**src/rtl/j1708_tx_scheduler.sv**
```systemverilog
// Shares one J1708 TX state machine among four host mailboxes: priority arbitration
// with round-robin tie-break, FIFO strobe routing, per-source ack/done/abort. Optional
// per-message watchdog enabled by defining J1708_SCHED_TIMEOUT_EN.
module j1708_tx_scheduler #(
  parameter int unsigned TIMEOUT_CYCLES = 1200000
) (
  input  logic        clk,
  input  logic        rst_n,
  input  logic        enable,
  input  logic [3:0]  req_valid,
  input  logic [31:0] req_length,
  input  logic [11:0] req_priority,
  input  logic [3:0]  req_fifo_empty,
  output logic [3:0]  req_ack,
  output logic [3:0]  req_next_data,
  output logic [3:0]  req_done,
  output logic [3:0]  req_abort,
  output logic [7:0]  message_length,
  output logic [2:0]  message_priority,
  output logic        message_new,
  input  logic        message_length_read,
  output logic        fifo_data_empty,
  input  logic        message_next_data,
  input  logic        message_done,
  output logic        tx_enable,
  output logic        busy,
  output logic [1:0]  grant_id
);

  localparam int NUM_SRC = 4;

`ifdef J1708_SCHED_TIMEOUT_EN
  typedef enum logic [2:0] {IDLE, ARB, OFFER, XFER, DONE, ABORT} state_t;
`else
  typedef enum logic [2:0] {IDLE, ARB, OFFER, XFER, DONE} state_t;
`endif

  state_t      state, state_n;
  logic [1:0]  rr_ptr;
  logic        run;
  logic [2:0]  prio_a [NUM_SRC];
  logic [7:0]  len_a  [NUM_SRC];
  logic        win_found;
  logic [1:0]  win_id, idx;
  logic [2:0]  win_prio;
  logic        routed;
  logic        expired;

  genvar g;
  generate
    for (g = 0; g < NUM_SRC; g++) begin : g_src
      assign prio_a[g] = req_priority[3*g +: 3];
      assign len_a[g]  = req_length[8*g +: 8];
      assign req_ack[g]       = (state == OFFER) && message_length_read && (grant_id == 2'(g));
      assign req_next_data[g] = routed && message_next_data && (grant_id == 2'(g));
      assign req_done[g]      = (state == DONE) && (grant_id == 2'(g));
`ifdef J1708_SCHED_TIMEOUT_EN
      assign req_abort[g]     = (state == ABORT) && (grant_id == 2'(g));
`else
      assign req_abort[g]     = 1'b0;
`endif
    end
  endgenerate

  // Search from the round-robin pointer; strict '<' keeps the earliest index on a tie.
  always_comb begin
    win_found = 1'b0;
    win_id    = rr_ptr;
    win_prio  = 3'd7;
    idx       = rr_ptr;
    for (int j = 0; j < NUM_SRC; j++) begin
      idx = rr_ptr + 2'(j);
      if (req_valid[idx] && (!win_found || prio_a[idx] < win_prio)) begin
        win_found = 1'b1;
        win_id    = idx;
        win_prio  = prio_a[idx];
      end
    end
  end

`ifdef J1708_SCHED_TIMEOUT_EN
  logic [31:0] wd_cnt;
  assign expired = (wd_cnt == 32'(TIMEOUT_CYCLES - 1));

  always_ff @(posedge clk or negedge rst_n) begin
    if (!rst_n)                                wd_cnt <= '0;
    else if (state == ARB)                     wd_cnt <= '0;
    else if (state == OFFER || state == XFER)  wd_cnt <= wd_cnt + 32'd1;
  end
`else
  assign expired = 1'b0;
`endif

  always_comb begin
    state_n = state;
    case (state)
      IDLE:  if (req_valid != 4'b0000) state_n = ARB;
      ARB:   state_n = win_found ? OFFER : IDLE;
      OFFER: begin
        if (message_length_read) state_n = XFER;
`ifdef J1708_SCHED_TIMEOUT_EN
        else if (expired)        state_n = ABORT;
`endif
      end
      XFER: begin
        if (message_done)        state_n = DONE;
`ifdef J1708_SCHED_TIMEOUT_EN
        else if (expired)        state_n = ABORT;
`endif
      end
      DONE:    state_n = IDLE;
      default: state_n = IDLE;
    endcase
    if (!enable) state_n = IDLE;
  end

  always_ff @(posedge clk or negedge rst_n) begin
    if (!rst_n) begin
      state            <= IDLE;
      rr_ptr           <= 2'd0;
      grant_id         <= 2'd0;
      message_length   <= 8'd0;
      message_priority <= 3'd0;
      run              <= 1'b0;
    end else begin
      state <= state_n;
      run   <= 1'b1;
      if (state == ARB && win_found) begin
        grant_id         <= win_id;
        message_length   <= len_a[win_id];
        message_priority <= prio_a[win_id];
      end
`ifdef J1708_SCHED_TIMEOUT_EN
      if (state == DONE || state == ABORT) rr_ptr <= grant_id + 2'd1;
`else
      if (state == DONE) rr_ptr <= grant_id + 2'd1;
`endif
    end
  end

  // run keeps tx_enable low while reset is held and for the first edge after release.
  assign routed          = (state == OFFER) || (state == XFER);
  assign fifo_data_empty = routed ? req_fifo_empty[grant_id] : 1'b1;
  assign message_new     = (state == OFFER);
  assign busy            = (state != IDLE);
`ifdef J1708_SCHED_TIMEOUT_EN
  assign tx_enable       = enable && run && (state != ABORT);
`else
  assign tx_enable       = enable && run;
`endif

endmodule

```
**config.mk**
```make
export PLATFORM = sky130hd
export DESIGN_NAME = j1708_tx_scheduler
export DESIGN_NICKNAME = d
export VERILOG_FILES = /design/src/rtl/j1708_tx_scheduler.sv
export SDC_FILE = /design/constraint.sdc
export NUM_CORES = 1
export LEC_CHECK = 0
export BUFFER_PORTS_ARGS = -buffer_cell sky130_fd_sc_hd__buf_2
export CELL_PAD_IN_SITES_DETAIL_PLACEMENT = 1
export CELL_PAD_IN_SITES_GLOBAL_PLACEMENT = 2
export CORE_ASPECT_RATIO = 1.2
export CORE_MARGIN = 2
export CORE_UTILIZATION = 29
export DETAILED_ROUTE_END_ITERATION = 8
export PLACE_DENSITY = 0.88
export RECOVER_POWER = 100
export SKIP_CTS_REPAIR_TIMING = 1
export SLEW_MARGIN = 20
export SYNTH_ARGS = -nofsm -noshare
export SYNTH_HDL_FRONTEND = slang
export SYNTH_SLANG_ARGS = --single-unit
```
**constraint.sdc**
```tcl
create_clock -name clk -period 7.7 [get_ports clk]
set_clock_uncertainty 0.05 [all_clocks]
set_input_delay 0.385 -clock clk [delete_from_list [all_inputs] [get_ports clk]]
set_output_delay 0.385 -clock clk [all_outputs]
set_load 0.01 [all_outputs]
```
Word-level counts from Yosys, hierarchy flattened
Cells that the tools add are included.

Register bits: 19. Input port bits: 58. Output and inout bits: 33. Logic and storage cells: 114.

Add/sub/neg operators: 4. Order comparisons: 13. Equality and inequality tests: 10. Multiplexer cells: 45. Bitwise gates (word level): 5. Reductions and logical operators: 31.

Operators by type and width (number): $mux 3 (17); $bmux 3 s2 (5); $logic_and 1x1->1 (19); $bmux 8 s2 (1); $mux 8 (2); $ge 3x3->1 const B (5); $lt 2x3->1 const B (5); $not 2->3 (5); $pmux 3 s4 (1); $bmux 1 s2 (5); $mux 1 (10); $lt 3x3->1 (3); $mux 2 (4); $eq 3x2->1 const B (2); $ne 3x3->1 const B (2); $add 2x1->2 const B (2); $add 2x2->2 const B (2); $eq 2x2->1 const B (2); $logic_or 1x1->1 (4); $reduce_bool 4->1 (1); $eq 3x1->1 const B (1); $eq 3x3->1 const B (1); $logic_not 1->1 (3); $logic_not 3->1 (1); 5 further kinds (5).

Logic depth before layout (Yosys ltp)
Gate-level depths: netlist (run 1).

Word-level depth: 21. Mapped depth: 29. Depth with buffers taken out: 26.

Worst setup path before layout (run 1)
OpenSTA, ideal clock, no wires.

Path kind: reg2reg. Start: register rr_ptr[0]. End: register message_priority[1]. Library setup time: 0.135 ns. Arrival: 6.223 ns. Data required time: 7.515 ns. Slack: 1.292 ns. Cell stages (with the launch flop): 26. Buffers on the path: 5. Clock period less this slack: 6.408 ns. Path through: dfrtp_1 -> buf_2 -> buf_1 -> buf_1 -> buf_1 -> mux4_2 -> ha_1 -> or2_2 -> o22ai_1 -> mux4_2 -> inv_1 -> ha_1 -> a21oi_1 -> nand2_1 -> o31ai_2 -> a21oi_1 -> ha_1 -> o21a_1 -> nor2_1 -> o21a_1 -> or4_1 -> a32o_1 -> buf_6 -> o31a_1 -> o2111ai_2 -> o211ai_1.

Cells in the longest elaborated chain, start to end: 21. Elaborated cells on any way between the ends: 54. Those cells by class: add/sub (3); order compare (3); mux (33); bitwise (5); reduce/logical (10).

Ends and longest elaborated chain: start: declaration (RTL line 39) `logic [1:0] rr_ptr;`; start signal: assignment (RTL line 136) `if (state == DONE) rr_ptr <= grant_id + 2'd1;`; $add 2x1->2 or $not 2->3 (tied branches) (RTL line 72, 76); $not 2->3 (implied by the code) or $bmux 3 s2 (tied branches) (RTL line 73, 76); $bmux 3 s2 or $mux 3 (tied branches) (RTL line 73, 76); $mux 3, on equally long branches (2 in series) (RTL line 73, 76); $lt 3x3->1 (RTL line 73) `if (req_valid[idx] && (!win_found || prio_a[idx] < win_prio)) begin`; $logic_or 1x1->1 (RTL line 73); $logic_and 1x1->1 (RTL line 73); $mux 3 or $mux 1 (tied branches) (RTL line 73); [... 3 more ...]; $mux 3 or $mux 1 (tied branches) (RTL line 73); $lt 3x3->1 or $logic_not 1->1 (tied branches) (RTL line 73); $logic_or 1x1->1 (RTL line 73); $logic_and 1x1->1 (RTL line 73); $mux 2 (RTL line 73); $not 2->3 (implied by the code) (RTL line 131) `message_priority <= prio_a[win_id];`; $bmux 3 s2 (RTL line 131); $mux 3 (implied by the code) (2 in series) (RTL line 131); end signal: assignment (RTL line 131); end: declaration (RTL line 19) `output logic [2:0] message_priority,`.

Several ways; a longest one is shown, not always the timed one. The select of a mux whose other input is x is not followed. A chain may end at the register's enable or synchronous reset.

Final worst setup path (run 1)
Start: register rr_ptr[1]. End: register message_length[0].

Cells in the longest elaborated chain, start to end: 21. Elaborated cells on any way between the ends: 54. Those cells by class: add/sub (3); order compare (3); mux (33); bitwise (5); reduce/logical (10).

Ends and longest elaborated chain: $add 2x1->2 or $not 2->3 (tied branches) (RTL line 72, 76); $not 2->3 (implied by the code) or $bmux 3 s2 (tied branches) (RTL line 73, 76); $bmux 3 s2 or $mux 3 (tied branches) (RTL line 73, 76); $mux 3, on equally long branches (2 in series) (RTL line 73, 76); $lt 3x3->1 (RTL line 73); $logic_or 1x1->1 (RTL line 73); $logic_and 1x1->1 (RTL line 73); $mux 3 or $mux 1 (tied branches) (RTL line 73); [... 3 more ...]; $mux 3 or $mux 1 (tied branches) (RTL line 73); $lt 3x3->1 or $logic_not 1->1 (tied branches) (RTL line 73); $logic_or 1x1->1 (RTL line 73); $logic_and 1x1->1 (RTL line 73); $mux 2 (RTL line 73); $not 2->3 (implied by the code) (RTL line 130) `message_length <= len_a[win_id];`; $bmux 8 s2 (RTL line 130); $mux 8 (implied by the code) (2 in series) (RTL line 130); end signal: assignment (RTL line 130); end: declaration (RTL line 18) `output logic [7:0] message_length,`.

Several ways; a longest one is shown, not always the timed one. The select of a mux whose other input is x is not followed.

==> results of run 1 <==
[Yosys cell counts, types with 3 or more instances]
master / instances / area [um^2]
o2111ai_2: 3 / 45.0
mux2_2: 6 / 67.6
nor2_1: 28 / 105
clkbuf_1: 7 / 26.3
o21a_1: 5 / 37.5
and3_1: 8 / 50.1
inv_1: 9 / 33.8
buf_4: 8 / 60.1
o31a_1: 3 / 26.3
ha_1: 9 / 113
nand2_1: 40 / 150
or3_1: 3 / 18.8
a21oi_1: 12 / 60.1
o21ai_0: 7 / 35.0
buf_2: 8 / 40.0
nand2b_1: 10 / 62.6
nor2b_1: 5 / 31.3
nand4_1: 10 / 62.6
and2_1: 7 / 43.8
mux2i_1: 22 / 220
a222oi_1: 11 / 110
o22ai_1: 12 / 75.1
or2_2: 3 / 18.8
buf_1: 4 / 15.0
o31ai_1: 9 / 67.6
o211ai_1: 3 / 22.5
dfrtp_1: 19 / 475
nand3_1: 4 / 20.0
a31o_1: 9 / 78.8
mux4_2: 7 / 158
[stage by stage]
step	cells	total power, W
after CTS	521	0.00188
after floorplan	332	0.00144
final	521	0.00187
after detailed placement	517	0.00181
after global placement	517	0.00179
after global routing	521	0.00206
[final cells by class]
cell class | count | area [um^2] | share of cell area
clock buffers | 3 | 41.3 | 0.0129
clock inverters | 1 | 5.00 | 0.00157
inverters | 9 | 33.8 | 0.0106
multi-input cells | 276 | 2040 | 0.638
flip-flops and latches | 19 | 477 | 0.149
well taps | 120 | 150 | 0.0470
repair buffers | 93 | 450 | 0.141
[layout by cell type, fill, tap and decap left out, drive strengths merged, types with 2 or more instances in the layout]
cell,n
buf,67
nand2,40
clkbuf,29
nor2,28
mux2i,22
dfrtp,19
o22ai,13
a21oi,13
a222oi,11
nand2b,10
nand4,10
o31ai,10
o21ai,10
inv,9
a31o,9
ha,9
and3,8
mux4,7
and2,7
mux2,6
nor2b,5
o21a,5
conb,5
o211ai,5
o2111ai,5
nand3,4
or2,3
o31a,3
or3,3
nor3b,2
o2111a,2
a21o,2
o211a,2
and4,2
a32oi,2
[worst max-delay path: stages, from the launching register on]
cell,delay (ps)
dfrtp_2,650
mux4_2,560
maj3_1,370
o221a_2,320
o22ai_1,560
nor2_1,110
a21oi_1,210
ha_1,290
a21oi_1,170
nand2_1,100
o31ai_2,610
mux2i_1,290
ha_1,190
o21a_1,130
nor2_1,40
o21a_1,240
or4_1,480
a32oi_2,220
buf_4,220
nand2_1,270
a222oi_1,570
mux2i_1,140
[per-layer routing]
metal / global-route usage / up-vias / share of wire
met5: 0 / - / 0
met4: 0.0736 / 0 / 0.037
met3: 0.0158 / 25 / 0.038
met2: 0.336 / 84 / 0.50
met1: 0.230 / 1440 / 0.42
li1: - / 1406 / -
[state kept, by name (all words and copies together), names as in the netlist]
signal and cells:
state 3, message_length 8, run 1, message_priority 3, rr_ptr 2, grant_id 2
[power by group]
| group | internal (W) | total [W] | leakage [nW] | switching, W |
|---|---|---|---|---|
| Sequential | 0.000147 | 0.000199 | 0.228 | 0.0000516 |
| Combinational | 0.000614 | 0.00160 | 1.16 | 0.000985 |
| Clock | 0.0000360 | 0.0000716 | 0.0255 | 0.0000356 |
| Total | 0.000798 | 0.00187 | 1.41 | 0.00107 |
[final timing paths]
path                                     start             endpoint  slack, ps  depth (start not counted)
max in group asynchronous                rst_n            rr_ptr[1]       6550                          1
max reg2reg                          rr_ptr[1]    message_length[0]        770                         21
min                                      rst_n    message_length[0]        280                          1
min in group clk                  message_done             state[2]        350                          3
min reg2reg                message_priority[1]  message_priority[1]        490                          2
max                                  rr_ptr[1]    message_length[0]        770                         21
[cell families (layout without fill, tap and decap cells)]
| kind of cell | count (synthesis) | in the layout | share of synthesized area |
|---|---|---|---|
| adders and majority gates | 10 | 10 | 0.0459 |
| buffers and inverters | 37 | 106 | 0.0691 |
| AOI/OAI and AO/OA | 101 | 101 | 0.312 |
| DFF | 19 | 19 | 0.176 |
| and+or+nand+nor | 125 | 125 | 0.228 |
| muxes | 35 | 35 | 0.165 |
| other | 2 | 5 | 0.00279 |
==> flow_metrics.tcl, run 1 <==
set metrics [dict create \
    outcome "finished, final reports clean" \
    synth_area_um2 2700 \
    ant_nets 0 \
    final_nets 469 \
    drtIter0Drc 186 \
    synth_seq_cells 19 \
    final-setup-viol-count 0 \
    place_ws_ps 591 \
    grt_pass1_vias 2972 \
    grt_max_degree 44 \
    cts_sinks 19 \
    p_leak_nw 1.41 \
    start_kind "flip-flop" \
    post-route-util 0.354 \
    fin_crit_ps 6930 \
    grt.total_usage 0.186 \
    antenna_found_initial 0 \
    place.gp.congestion 0.880 \
    setup_ws_ps 768 \
    grt_overflow 0 \
    die_area_um2 10100 \
    relSlewSlack 0.231 \
    synth.distinct_cells 59 \
    n_antenna_cell 0 \
    area_growth_pct 18.6 \
    via_per_inst 5.67 \
    design_area_um2 3200 \
    insertion_delay_ps 260 \
    finalHoldViolations 0 \
    fmax_mhz 144 \
    rsz0062_at_grt "no" \
    end_kind "flip-flop" \
    firstDrtPassIters 4 \
    nFillCells 1159 \
    clkTransAtPathRegs_ps 80 \
    hpwl_um 7390 \
    num_rows 38 \
    drcViolationCount 0 \
    syn-mean-instance-area_um2 8.20 \
    root_buffer "clkbuf_8" \
    yosys_warnings 0 \
    post_synth_inst_count 329 \
    critical_path_class "reg -> reg" \
    wire_per_inst_um 18.2 \
    ir_worst_vdd_mv 0.209 \
    drive_gt1_frac 0.249 \
    cts_max_level 1 \
    cp_data_arrival_time_ps 7000 \
    worstPathMaxFanout 19 \
    clockBufferDepth 2 \
    port_buffers 86 \
    cts_buffers 3 \
    maxSlewViolCount 0 \
    synthFlopType "dfrtp_1" \
    place_area_um2 3190 \
    die_width_um 92.0 \
    yosysSeqAreaShare 0.176 \
    core_region_area_um2 9030 \
    cts_tree "built" \
    io_pins 91 \
    grt_pass1_wl_um 15100 \
    worst_pin_slew_ps 1150 \
    hold_slack_ps 284 \
    tns_ps 0 \
    synth_edf_count 0 \
    maxCapViolCount 0 \
    initial_core_util 0.298 \
    wirelength_um 9460 \
    hold_path.class "in -> async" \
    powerDensity_nw_per_um2 585 \
    vias 2955 \
    synthArstFlopShare 1.00 \
    cp.required_ps 7770 \
    dieHeight_um 110 \
    fin_crit_sh 0.900 \
]
Note: power is estimated with default switching activity, not from simulation.
==> run 2, diff against run 1 <==
--- a/config.mk
+++ b/config.mk
@@ -5,14 +5,16 @@
 export SDC_FILE = /design/constraint.sdc
 export NUM_CORES = 1
 export LEC_CHECK = 0
+export ABC_AREA = 1
 export BUFFER_PORTS_ARGS = -buffer_cell sky130_fd_sc_hd__buf_2
 export CELL_PAD_IN_SITES_DETAIL_PLACEMENT = 1
 export CELL_PAD_IN_SITES_GLOBAL_PLACEMENT = 2
 export CORE_ASPECT_RATIO = 1.2
 export CORE_MARGIN = 2
-export CORE_UTILIZATION = 29
+export CORE_UTILIZATION = 24
 export DETAILED_ROUTE_END_ITERATION = 8
-export PLACE_DENSITY = 0.88
+export GPL_TIMING_DRIVEN = 0
+export PLACE_DENSITY = 0.87
 export RECOVER_POWER = 100
 export SKIP_CTS_REPAIR_TIMING = 1
 export SLEW_MARGIN = 20
==> flow_metrics.tcl, run 2 <==
set metrics [dict create \
    relSlewSlack 0.295 \
    insertion_delay_ps 250 \
    core_region_area_um2 8940 \
    ys_top_cells_by_area "dfrtp_1 (22%), nand2_1 (21%), nand3_1 (17%)" \
    final-setup-viol-count 0 \
    start_kind "flip-flop" \
    vias 2692 \
    setup_ws_ps 1860 \
    drcViolationCount 0 \
    antenna_found_initial 0 \
    wire_per_inst_um 14.1 \
    grt_pass1_wl_um 13500 \
    maxSlewViolCount 0 \
    synthArstFlopShare 1.00 \
    yosys_warnings 0 \
    place.gp.congestion 0.830 \
    ant_nets 0 \
    finalHoldViolations 0 \
    cts_tree "built" \
    fin_crit_sh 0.758 \
    worstRegToRegCells 34 \
    tns_ps 0 \
    max_stage_delay_ps 460 \
    cp.required_ps 7840 \
    die_width_um 91.2 \
    outcome "finished, final reports clean" \
    wirelength_um 8170 \
    grt_max_degree 20 \
    syn-mean-instance-area_um2 6.00 \
    cts_buffers 3 \
    final_cell_mix "nand2_1 (129), nand3_1 (76), buf_2 (59)" \
    worstPathMaxFanout 10 \
    hpwl_um 6620 \
    maxCapViolCount 0 \
    cts_max_level 1 \
    die_area_um2 9900 \
    n_antenna_cell 0 \
    via_per_inst 4.66 \
    initial_core_util 0.245 \
    drtIter0Drc 82 \
    yosysMostFrequentCell "nand2_1" \
    drive_gt1_frac 0.194 \
    crit_top_cell "nand2_1" \
    num_rows 38 \
    fin_crit_ps 5840 \
    r2r_setup_slack_ps 1860 \
    synth_seq_cells 19 \
    synth.distinct_cells 29 \
    fmax_mhz 171 \
    end_kind "flip-flop" \
    port_buffers 86 \
    hold_path.class "in -> async" \
    final_nets 526 \
    grt.total_usage 0.166 \
    r2r_end "message_length[1]" \
    top_register "message_length" \
    cts_sinks 19 \
    grt_overflow 0 \
    synthFlopType "dfrtp_1" \
    yosysSeqAreaShare 0.217 \
    dieHeight_um 109 \
    area_growth_pct 25.6 \
    largest_reg_flops 8 \
    worst_pin_slew_ps 1060 \
    synth_common_cells "nand2_1 (122), nand3_1 (76), inv_1 (30), nor2_1 (23), o21ai_0 (22)" \
    place_ws_ps 2720 \
    critPathSlowestCell "clkbuf_1" \
    root_buffer "clkbuf_8" \
    yosysTopAreaCell "dfrtp_1" \
    synth_edf_count 0 \
    io_pins 91 \
    cp_data_arrival_time_ps 5980 \
    grt_pass1_vias 2858 \
    clkTransAtPathRegs_ps 70 \
    post_synth_inst_count 365 \
    reg_top3 "message_length x8, message_priority x3, state x3" \
    rr_startpoint "rr_ptr[1]" \
    synth_area_um2 2190 \
    clockBufferDepth 2 \
    critical_path_class "reg -> reg" \
    firstDrtPassIters 4 \
    rsz0062_at_grt "no" \
    yosys.area.top_type_share 0.217 \
    final_common_cell "nand2_1" \
]
==> run 2: cell types whose count changed after synthesis, moves of 10 or more <==
| cell | delta |
|---|---|
| a222oi_1 | -11 |
| inv_1 | +21 |
| mux2i_1 | -20 |
| nand2_1 | +82 |
| nand2_2 | +10 |
| nand2b_1 | -10 |
| nand3_1 | +72 |
| o21ai_0 | +15 |
| o22ai_1 | -11 |
==> run 2: area by class of cell <==
| class | count | area, um^2 |
|---|---|---|
| timing repair buffer | 86 | 393 |
| clock inverter | 1 | 5.00 |
| tap | 120 | 150 |
| multi-input combinational | 294 | 1400 |
| inverter | 34 | 130 |
| clock buffer | 3 | 41.3 |
| sequential | 19 | 475 |
| fill | 1260 | 6190 |
| buffer | 21 | 158 |
==> run 2: worst max path at each step <==
| stage | from | end | depth (start not counted) |
|---|---|---|---|
| after floorplan | rr_ptr[1] | message_length[7] | 34 |
| after global placement | rr_ptr[1] | message_length[1] | 33 |
| after detailed placement | rr_ptr[1] | message_length[7] | 33 |
| after CTS | rr_ptr[1] | message_length[1] | 33 |
| after global routing | rr_ptr[1] | message_priority[1] | 34 |
| final | rr_ptr[1] | message_length[1] | 34 |
==> run 2: worst max-delay path: cells and delay by family, from the launching register on <==
family | cells | cell delay [ps]
flip-flops | 1 | 390
AO/OA/AOI/OAI | 5 | 980
buffers and inverters | 7 | 1500
AND/OR/NAND/NOR | 19 | 1940
adder cells (fa/ha/maj) | 3 | 880
==> run 2: per-stage QoR <==
step                std cells  hold WS (ps)   util  area (um^2)
floorplan                 368          39.4      -         2200
global placement          574           298  0.311         2780
detailed placement        574           317  0.311         2780
CTS                       578          32.4  0.316         2830
global route              578           323  0.308         2750
finish                    578           246  0.308         2750
==> run 2: kinds of logic (layout without fill, tap and decap cells) <==
family,after synthesis,after routing,share of synthesized area
AND/OR/NAND/NOR,244,244,0.501
buffers and inverters,55,145,0.135
AO/OA/AOI/OAI,33,33,0.0789
flip-flops,19,19,0.217
adder cells (fa/ha/maj),9,9,0.0515
other,2,5,0.00343
multiplexers,2,2,0.00915
XOR/XNOR,1,1,0.00400
==> run 2: layer usage <==
| layer | GRT usage | up-vias | part of all wire |
|---|---|---|---|
| met5 | 0 | - | 0 |
| met4 | 0.0281 | 0 | 0.0042 |
| met3 | 0.0174 | 4 | 0.029 |
| met2 | 0.326 | 46 | 0.53 |
| met1 | 0.197 | 1282 | 0.44 |
| li1 | - | 1360 | - |
Power of run 2 is not shown: default switching activity piles up to over one toggle a cycle in this logic, so the estimate is an artifact.
